==> src/rtl/crp16_pkg.sv <==
// Shared CRP16 writeback types and constants: flag bit positions, condition codes,
// the buffered writeback entry and the skid-buffer state encoding.
package crp16_pkg;

    localparam int DATA_W = 16;
    localparam int REG_AW = 3;

    localparam int FL_V = 3;
    localparam int FL_C = 2;
    localparam int FL_N = 1;
    localparam int FL_Z = 0;

    localparam logic [2:0] COND_AL = 3'b000;
    localparam logic [2:0] COND_EQ = 3'b001;
    localparam logic [2:0] COND_NE = 3'b010;
    localparam logic [2:0] COND_LT = 3'b011;
    localparam logic [2:0] COND_GE = 3'b100;
    localparam logic [2:0] COND_HS = 3'b101;
    localparam logic [2:0] COND_LO = 3'b110;
    localparam logic [2:0] COND_GT = 3'b111;

    typedef struct packed {
        logic [DATA_W-1:0] data;
        logic [REG_AW-1:0] dest;
        logic              wr_en;
    } wb_entry_t;

    typedef enum logic [1:0] {
        SKID_EMPTY = 2'd0,
        SKID_ONE   = 2'd1,
        SKID_TWO   = 2'd2
    } skid_state_t;

endpackage

==> src/rtl/crp16_cond_eval.sv <==
// Combinational branch-condition evaluator over a {V,C,N,Z} status word.
// Shared with the branch unit so both agree on condition semantics.
module crp16_cond_eval
    import crp16_pkg::*;
(
    input  logic [3:0] i_flags,
    input  logic [2:0] i_cond,
    output logic       o_cond_true
);

    logic w_v;
    logic w_c;
    logic w_n;
    logic w_z;
    logic w_lt;

    assign w_v  = i_flags[FL_V];
    assign w_c  = i_flags[FL_C];
    assign w_n  = i_flags[FL_N];
    assign w_z  = i_flags[FL_Z];
    assign w_lt = w_n ^ w_v;

    // C=1 means "no borrow" after a subtract, so HS tests C directly.
    always_comb begin
        o_cond_true = 1'b0;
        case (i_cond)
            COND_AL: o_cond_true = 1'b1;
            COND_EQ: o_cond_true = w_z;
            COND_NE: o_cond_true = ~w_z;
            COND_LT: o_cond_true = w_lt;
            COND_GE: o_cond_true = ~w_lt;
            COND_HS: o_cond_true = w_c;
            COND_LO: o_cond_true = ~w_c;
            COND_GT: o_cond_true = ~w_z & ~w_lt;
            default: o_cond_true = 1'b0;
        endcase
    end

endmodule

==> src/rtl/crp16_ex_wb.sv <==
// CRP16 execute->writeback stage: status register, result buffer, condition evaluation.
// Define CRP16_WB_SKID_EN for a 2-entry skid buffer with a registered in_ready.
module crp16_ex_wb
    import crp16_pkg::*;
(
    input  logic              i_clock,
    input  logic              i_reset,
    input  logic              i_in_valid,
    output logic              o_in_ready,
    input  logic [DATA_W-1:0] i_in_data,
    input  logic [3:0]        i_in_vcnz,
    input  logic [REG_AW-1:0] i_in_dest,
    input  logic              i_in_wr_en,
    input  logic              i_in_set_fl,
    output logic              o_out_valid,
    input  logic              i_out_ready,
    output logic [DATA_W-1:0] o_out_data,
    output logic [REG_AW-1:0] o_out_dest,
    output logic              o_out_wr_en,
    output logic [3:0]        o_flags,
    input  logic [2:0]        i_cond,
    output logic              o_cond_true
);

    wb_entry_t w_in_entry;
    wb_entry_t r_out_entry;
    logic      w_in_ready;
    logic      w_out_valid;
    logic      w_accept;
    logic      w_drain;
    logic [3:0] r_flags;

    assign w_in_entry = '{data: i_in_data, dest: i_in_dest, wr_en: i_in_wr_en};
    assign w_accept   = i_in_valid & w_in_ready;
    assign w_drain    = w_out_valid & i_out_ready;

    // Flags track accepted flag-setting ops only; draining has no effect on them.
    always_ff @(posedge i_clock) begin
        if (i_reset) begin
            r_flags <= 4'b0000;
        end else if (w_accept && i_in_set_fl) begin
            r_flags <= i_in_vcnz;
        end
    end

`ifdef CRP16_WB_SKID_EN
    skid_state_t r_state;
    skid_state_t w_state_next;
    wb_entry_t   r_skid_entry;
    logic        w_load_out_in;
    logic        w_load_out_skid;
    logic        w_load_skid;

    always_ff @(posedge i_clock) begin
        if (i_reset) begin
            r_state      <= SKID_EMPTY;
            r_out_entry  <= '0;
            r_skid_entry <= '0;
        end else begin
            r_state <= w_state_next;
            if (w_load_out_in) begin
                r_out_entry <= w_in_entry;
            end else if (w_load_out_skid) begin
                r_out_entry <= r_skid_entry;
            end
            if (w_load_skid) begin
                r_skid_entry <= w_in_entry;
            end
        end
    end

    always_comb begin
        w_state_next    = r_state;
        w_load_out_in   = 1'b0;
        w_load_out_skid = 1'b0;
        w_load_skid     = 1'b0;
        case (r_state)
            SKID_EMPTY: begin
                if (w_accept) begin
                    w_state_next  = SKID_ONE;
                    w_load_out_in = 1'b1;
                end
            end
            SKID_ONE: begin
                if (w_accept && w_drain) begin
                    w_load_out_in = 1'b1;
                end else if (w_accept) begin
                    w_state_next = SKID_TWO;
                    w_load_skid  = 1'b1;
                end else if (w_drain) begin
                    w_state_next = SKID_EMPTY;
                end
            end
            SKID_TWO: begin
                if (w_drain) begin
                    w_state_next    = SKID_ONE;
                    w_load_out_skid = 1'b1;
                end
            end
            default: w_state_next = SKID_EMPTY;
        endcase
    end

    // Ready depends only on state, so there is no combinational out_ready->in_ready path.
    assign w_in_ready  = (r_state != SKID_TWO);
    assign w_out_valid = (r_state != SKID_EMPTY);
`else
    logic r_out_valid;

    always_ff @(posedge i_clock) begin
        if (i_reset) begin
            r_out_valid <= 1'b0;
            r_out_entry <= '0;
        end else if (w_accept) begin
            r_out_valid <= 1'b1;
            r_out_entry <= w_in_entry;
        end else if (w_drain) begin
            r_out_valid <= 1'b0;
        end
    end

    assign w_in_ready  = ~r_out_valid | i_out_ready;
    assign w_out_valid = r_out_valid;
`endif

    assign o_in_ready  = w_in_ready;
    assign o_out_valid = w_out_valid;
    assign o_out_data  = r_out_entry.data;
    assign o_out_dest  = r_out_entry.dest;
    assign o_out_wr_en = r_out_entry.wr_en;
    assign o_flags     = r_flags;

    crp16_cond_eval u_cond_eval (
        .i_flags     (r_flags),
        .i_cond      (i_cond),
        .o_cond_true (o_cond_true)
    );

endmodule

==> config.mk <==
export PLATFORM = sky130hd
export DESIGN_NAME = crp16_ex_wb
export DESIGN_NICKNAME = d
export VERILOG_FILES = /design/src/rtl/crp16_pkg.sv /design/src/rtl/crp16_cond_eval.sv /design/src/rtl/crp16_ex_wb.sv
export SDC_FILE = /design/constraint.sdc
export NUM_CORES = 1
export LEC_CHECK = 0
export BUFFER_PORTS_ARGS = -buffer_cell sky130_fd_sc_hd__clkbuf_2
export CAP_MARGIN = 0
export CORE_MARGIN = 1
export CORE_UTILIZATION = 43
export DETAILED_ROUTE_END_ITERATION = 16
export PLACE_DENSITY = 0.86
export SLEW_MARGIN = 0
export SYNTH_ARGS = -nofsm -noshare
export SYNTH_HDL_FRONTEND = slang
export SYNTH_HIERARCHICAL = 1
export SYNTH_SLANG_ARGS = --single-unit
==> constraint.sdc <==
create_clock -name i_clock -period 1.62 [get_ports i_clock]
set_clock_uncertainty 0.15 [all_clocks]
set_input_delay 0.081 -clock i_clock [delete_from_list [all_inputs] [get_ports i_clock]]
set_output_delay 0.081 -clock i_clock [all_outputs]
set_load 0.1 [all_outputs]
# Word level (Yosys, flattened, before mapping)
# Cells that the tools add are included.
[classes] mux=3 eq_ne=7 bitwise_logic=9 reduce_logical=3
[op_table] operator="equality test 3 bit (second input constant)" count=4
[op_table] operator="case mux 1 bit (8 select lines)" count=1
[op_table] operator="equality test 3 x 2 -> 1 bit (second input constant)" count=2
[op_table] operator="inverter 1 bit" count=4
[op_table] operator="bitwise AND 1 bit" count=3
[op_table] operator="equality test 3 x 1 -> 1 bit (second input constant)" count=1
[op_table] operator="zero test 3 bit" count=1
[op_table] operator="two-way mux 1 bit" count=2
[op_table] operator="nonzero test 2 bit" count=1
[op_table] operator="logical AND 1 bit" count=1
[op_table] operator="OR 1 bit" count=1
[op_table] operator="XOR 1 bit" count=1
[word_totals] ff_bits=25 wordCells=27 output_inout_bits=27 in_bits=32

# Logic depth before layout (Yosys ltp)
[depth] ltp_word=4 mapped_depth=5 mapped_depth_nobuf=4

# Cells and area by module
# Netlist, hierarchy kept.
[by_module_without_submodules] module="crp16_ex_wb" instances=1 area_per_inst_um2=987.2 cells_per_inst=114 seq_area_each_um2=500.5
[by_module_without_submodules] module="crp16_cond_eval" instances=1 area_per_inst_um2=93.8 cells_per_inst=11 seq_area_each_um2=0.0

# Worst setup path after synthesis
# No wires, ideal clock.
[synth_timing] path_type="reg-to-output" start="reg r_flags[3] (netlist: o_flags[3])" end="out o_cond_true" path_buffers=0 required_time_ns=1.389 arrival_time_ns=2.951 path_slack_ns=-1.562 stages_incl_launch_ff=4 cell_sequence="dfxtp_1 -> xnor2_2 -> o311a_1 -> o22ai_1"
[synth_between] elab_chain_cells=4
[synth_lines] element="start, declared" line="crp16_ex_wb.sv:31" source="logic [3:0] r_flags;"
[synth_lines] element="start signal, assigned" line="crp16_ex_wb.sv:42" source="r_flags <= i_in_vcnz;"
[synth_lines] element="XOR 1 bit *" line="crp16_cond_eval.sv:21" source="assign w_lt = w_n ^ w_v;"
[synth_lines] element="inverter 1 bit" line="crp16_cond_eval.sv:31, crp16_cond_eval.sv:34"
[synth_lines] element="bitwise AND 1 bit" line="crp16_cond_eval.sv:34" source="COND_GT: o_cond_true = ~w_z & ~w_lt;"
[synth_lines] element="case mux 1 bit (8 select lines) *" line="crp16_cond_eval.sv:26" source="case (i_cond)"
[synth_lines] element="end, declared" line="crp16_ex_wb.sv:22" source="output logic o_cond_true"
# Every way passes the cells marked *; elsewhere a longest branch is shown, timed or not.

# Worst setup path after layout
# Ends and elaborated chain as after synthesis.

==> flow_summary.toml <==
[finish]
diodes = 0
register_area_um2 = 519.2
multi_input_area_um2 = 560.5
syn_to_final_growth_pct = 61.34
fin_util = 0.7593
layout_commonest_cell = "clkbuf_2"
layout.nets = 237
mostFrequentLayoutCells = "clkbuf_2, dlygate4sd3_1, a21oi_1"
fillers = 173
drive_above_1_share = 0.4020

[route]
totalWireLength_um = 3291
wire_per_inst_um = 14.19
drc = 0
vias_per_cell = 5.306
vias = 1231
dr.pass1.iters = 6
ant_nets = 0
drt_first_iter_violations = 21

[job]
cap_violations = 0

[floorplan]
fp.dieH_um = 52.14
start_util = 0.4706
die_w_um = 52.14
dieArea_mm2 = 0.002719
fp-row-count = 17
core_area_mm2 = 0.002297
io_pins = 59

[clock_network]
clk_latency_ns = 0.30
cts_tree = "built"
clockRootBuffer = "clkbuf_4"
clkSinkCount = 25
max-clock-path-buffers = 2
h-tree-depth = 1
clkTransAtPathRegs_ns = 0.13
numCtsBuffers = 3

[synthesis]
synthDistinctLibCells = 21
seq_area_frac_synth = 0.4630
synth_seq_cells = 25
synth_warnings = 6
synth_fp_nets = 157
synth.avg_cell_area_um2 = 8.648
synthCells = 125
syn_area_mm2 = 0.001081

[critical_path]
crit_fanout = 3
arrival_ns = 1.56
criticalPathCategory = "register to output port"
required_ns = 1.39
endpoint_kind = "output port"
crit_path_start_kind = "register"

[timing]
slew_violations = 0
worst_pin_slew_ns = 0.5543
whs_ns = 0.01493
max_freq_ghz = 0.5596
final.min_clock_period_ns = 1.787
final-setup-viol-count = 1
layout_setup_ws_ns = -0.1670
hold_viol = 0
min_period_over_period = 1.103
rsz0062_at_grt = "yes"
slew-limit-headroom = 0.6320

[placed_design]
dp_hpwl_um = 2089
gp_congestion = 0.6767
io_buffers = 58

[global_routing]
grt.overflow.total = 0
grt_pass1_vias = 1176
grtUsageTotal = 0.2523
grt_max_degree = 30
antenna_found_initial = 0
grt_pass1_wl_um = 5119

[outcome]
violations = "negative setup slack"
status = "finished, violations left"

[power_and_ir_drop]
power_mw = 1.514
p_leak_nw = 0.7709
peakVddDrop_uv = 658.8
power_density_mw_per_mm2 = 868.1

[hold_path]
hp-class = "input pin to register"
-- routing by layer --
| layer | global-route usage | wire length (um) |
|---|---|---|
| met1 | 0.2890 | 1335 |
| met2 | 0.4701 | 1754 |
| met3 | 0.04386 | 162 |
| met4 | 0.07456 | 38 |
| met5 | 0 | 0 |
-- power by group --
| group | total, mW | switching [mW] | internal, mW |
|---|---|---|---|
| registers | 0.670 | 0.0226 | 0.647 |
| logic | 0.574 | 0.411 | 0.163 |
| clock network | 0.271 | 0.179 | 0.0920 |
-- kinds of logic after synthesis --
group           share of synthesized area
flops                              0.4630
mux                               0.03704
simple gates                       0.1968
buf+inv                           0.06481
xor+xnor                          0.01505
compound gates                     0.2234
-- flip-flops by register name, summed over array words and instances, names as in the netlist --
signal / cells
o_out_valid: 1
o_out_wr_en: 1
o_out_data: 16
o_out_dest: 3
o_flags: 4
-- metrics by stage --
| stage | cell area (um2) | worst slack (ns) | TNS [ns] | cells |
|---|---|---|---|---|
| after global routing | 1744 | -0.2215 | -0.2215 | 232 |
| after floorplan | 1116 | -0.1719 | -0.1719 | 125 |
| after CTS | 1744 | -0.1720 | -0.1720 | 232 |
| final | 1744 | -0.1670 | -0.1670 | 232 |
| after global placement | 1433 | 0.1017 | 0 | 202 |
| after detailed placement | 1433 | 0.06393 | 0 | 202 |
-- cell type report --
cell class | count | share of cell area
repair buffers | 86 | 0.3386
clock buffers | 3 | 0.01291
well taps | 28 | 0.02009
multi-input cells | 86 | 0.3214
inverters | 3 | 0.006456
flip-flops and latches | 25 | 0.2977
clock inverters | 1 | 0.002869
-- worst max-delay path: stages (launching register included) --
cell and delay [ns]:
dfxtp_4 0.39, xnor2_4 0.16, o311a_1 0.33, o22ai_4 0.18
buf_12 0.20
-- synthesized netlist by cell type --
cell type	count	area, um2
o311a_1	1	10.01
buf_2	5	25.02
dfxtp_1	25	500.5
nor2b_4	1	13.76
or3b_1	1	8.760
and2b_4	1	10.01
xnor2_2	1	16.27
inv_2	2	7.510
a2111oi_2	1	15.01
nand3_1	20	100.1
nor2_1	1	3.750
clkbuf_1	6	22.52
buf_6	1	11.26
a21oi_1	22	110.1
o21ai_0	20	100.1
and3_2	2	15.01
inv_1	1	3.750
o22ai_1	1	6.260
nand2b_1	8	50.05
mux2i_1	4	40.04
and3_4	1	11.26
-- timing repair --
item                                   4_1_cts  5_1_grt
pin swaps                                    1        0
endpoints found under the hold margin       24        0
hold buffers                                24        0
setup endpoints to repair                    2        1
setup buffers                                1        0
gates resized for setup                      3        0
cloned                                       1        0
-- path summary, 6_finish.rpt --
| path | depth (start not counted) | end | slack [ns] | start |
|---|---|---|---|---|
| worst max-delay path | 4 | o_cond_true | -0.17 | o_flags[3] |
| worst min-delay path | 3 | o_flags[2] | 0.01 | i_in_set_fl |
| worst max register to register | 4 | o_flags[1] | 0.34 | o_out_valid |
| worst min register to register | 2 | o_out_data[5] | 0.34 | o_out_data[5] |
(Power assumes the default switching activity.)
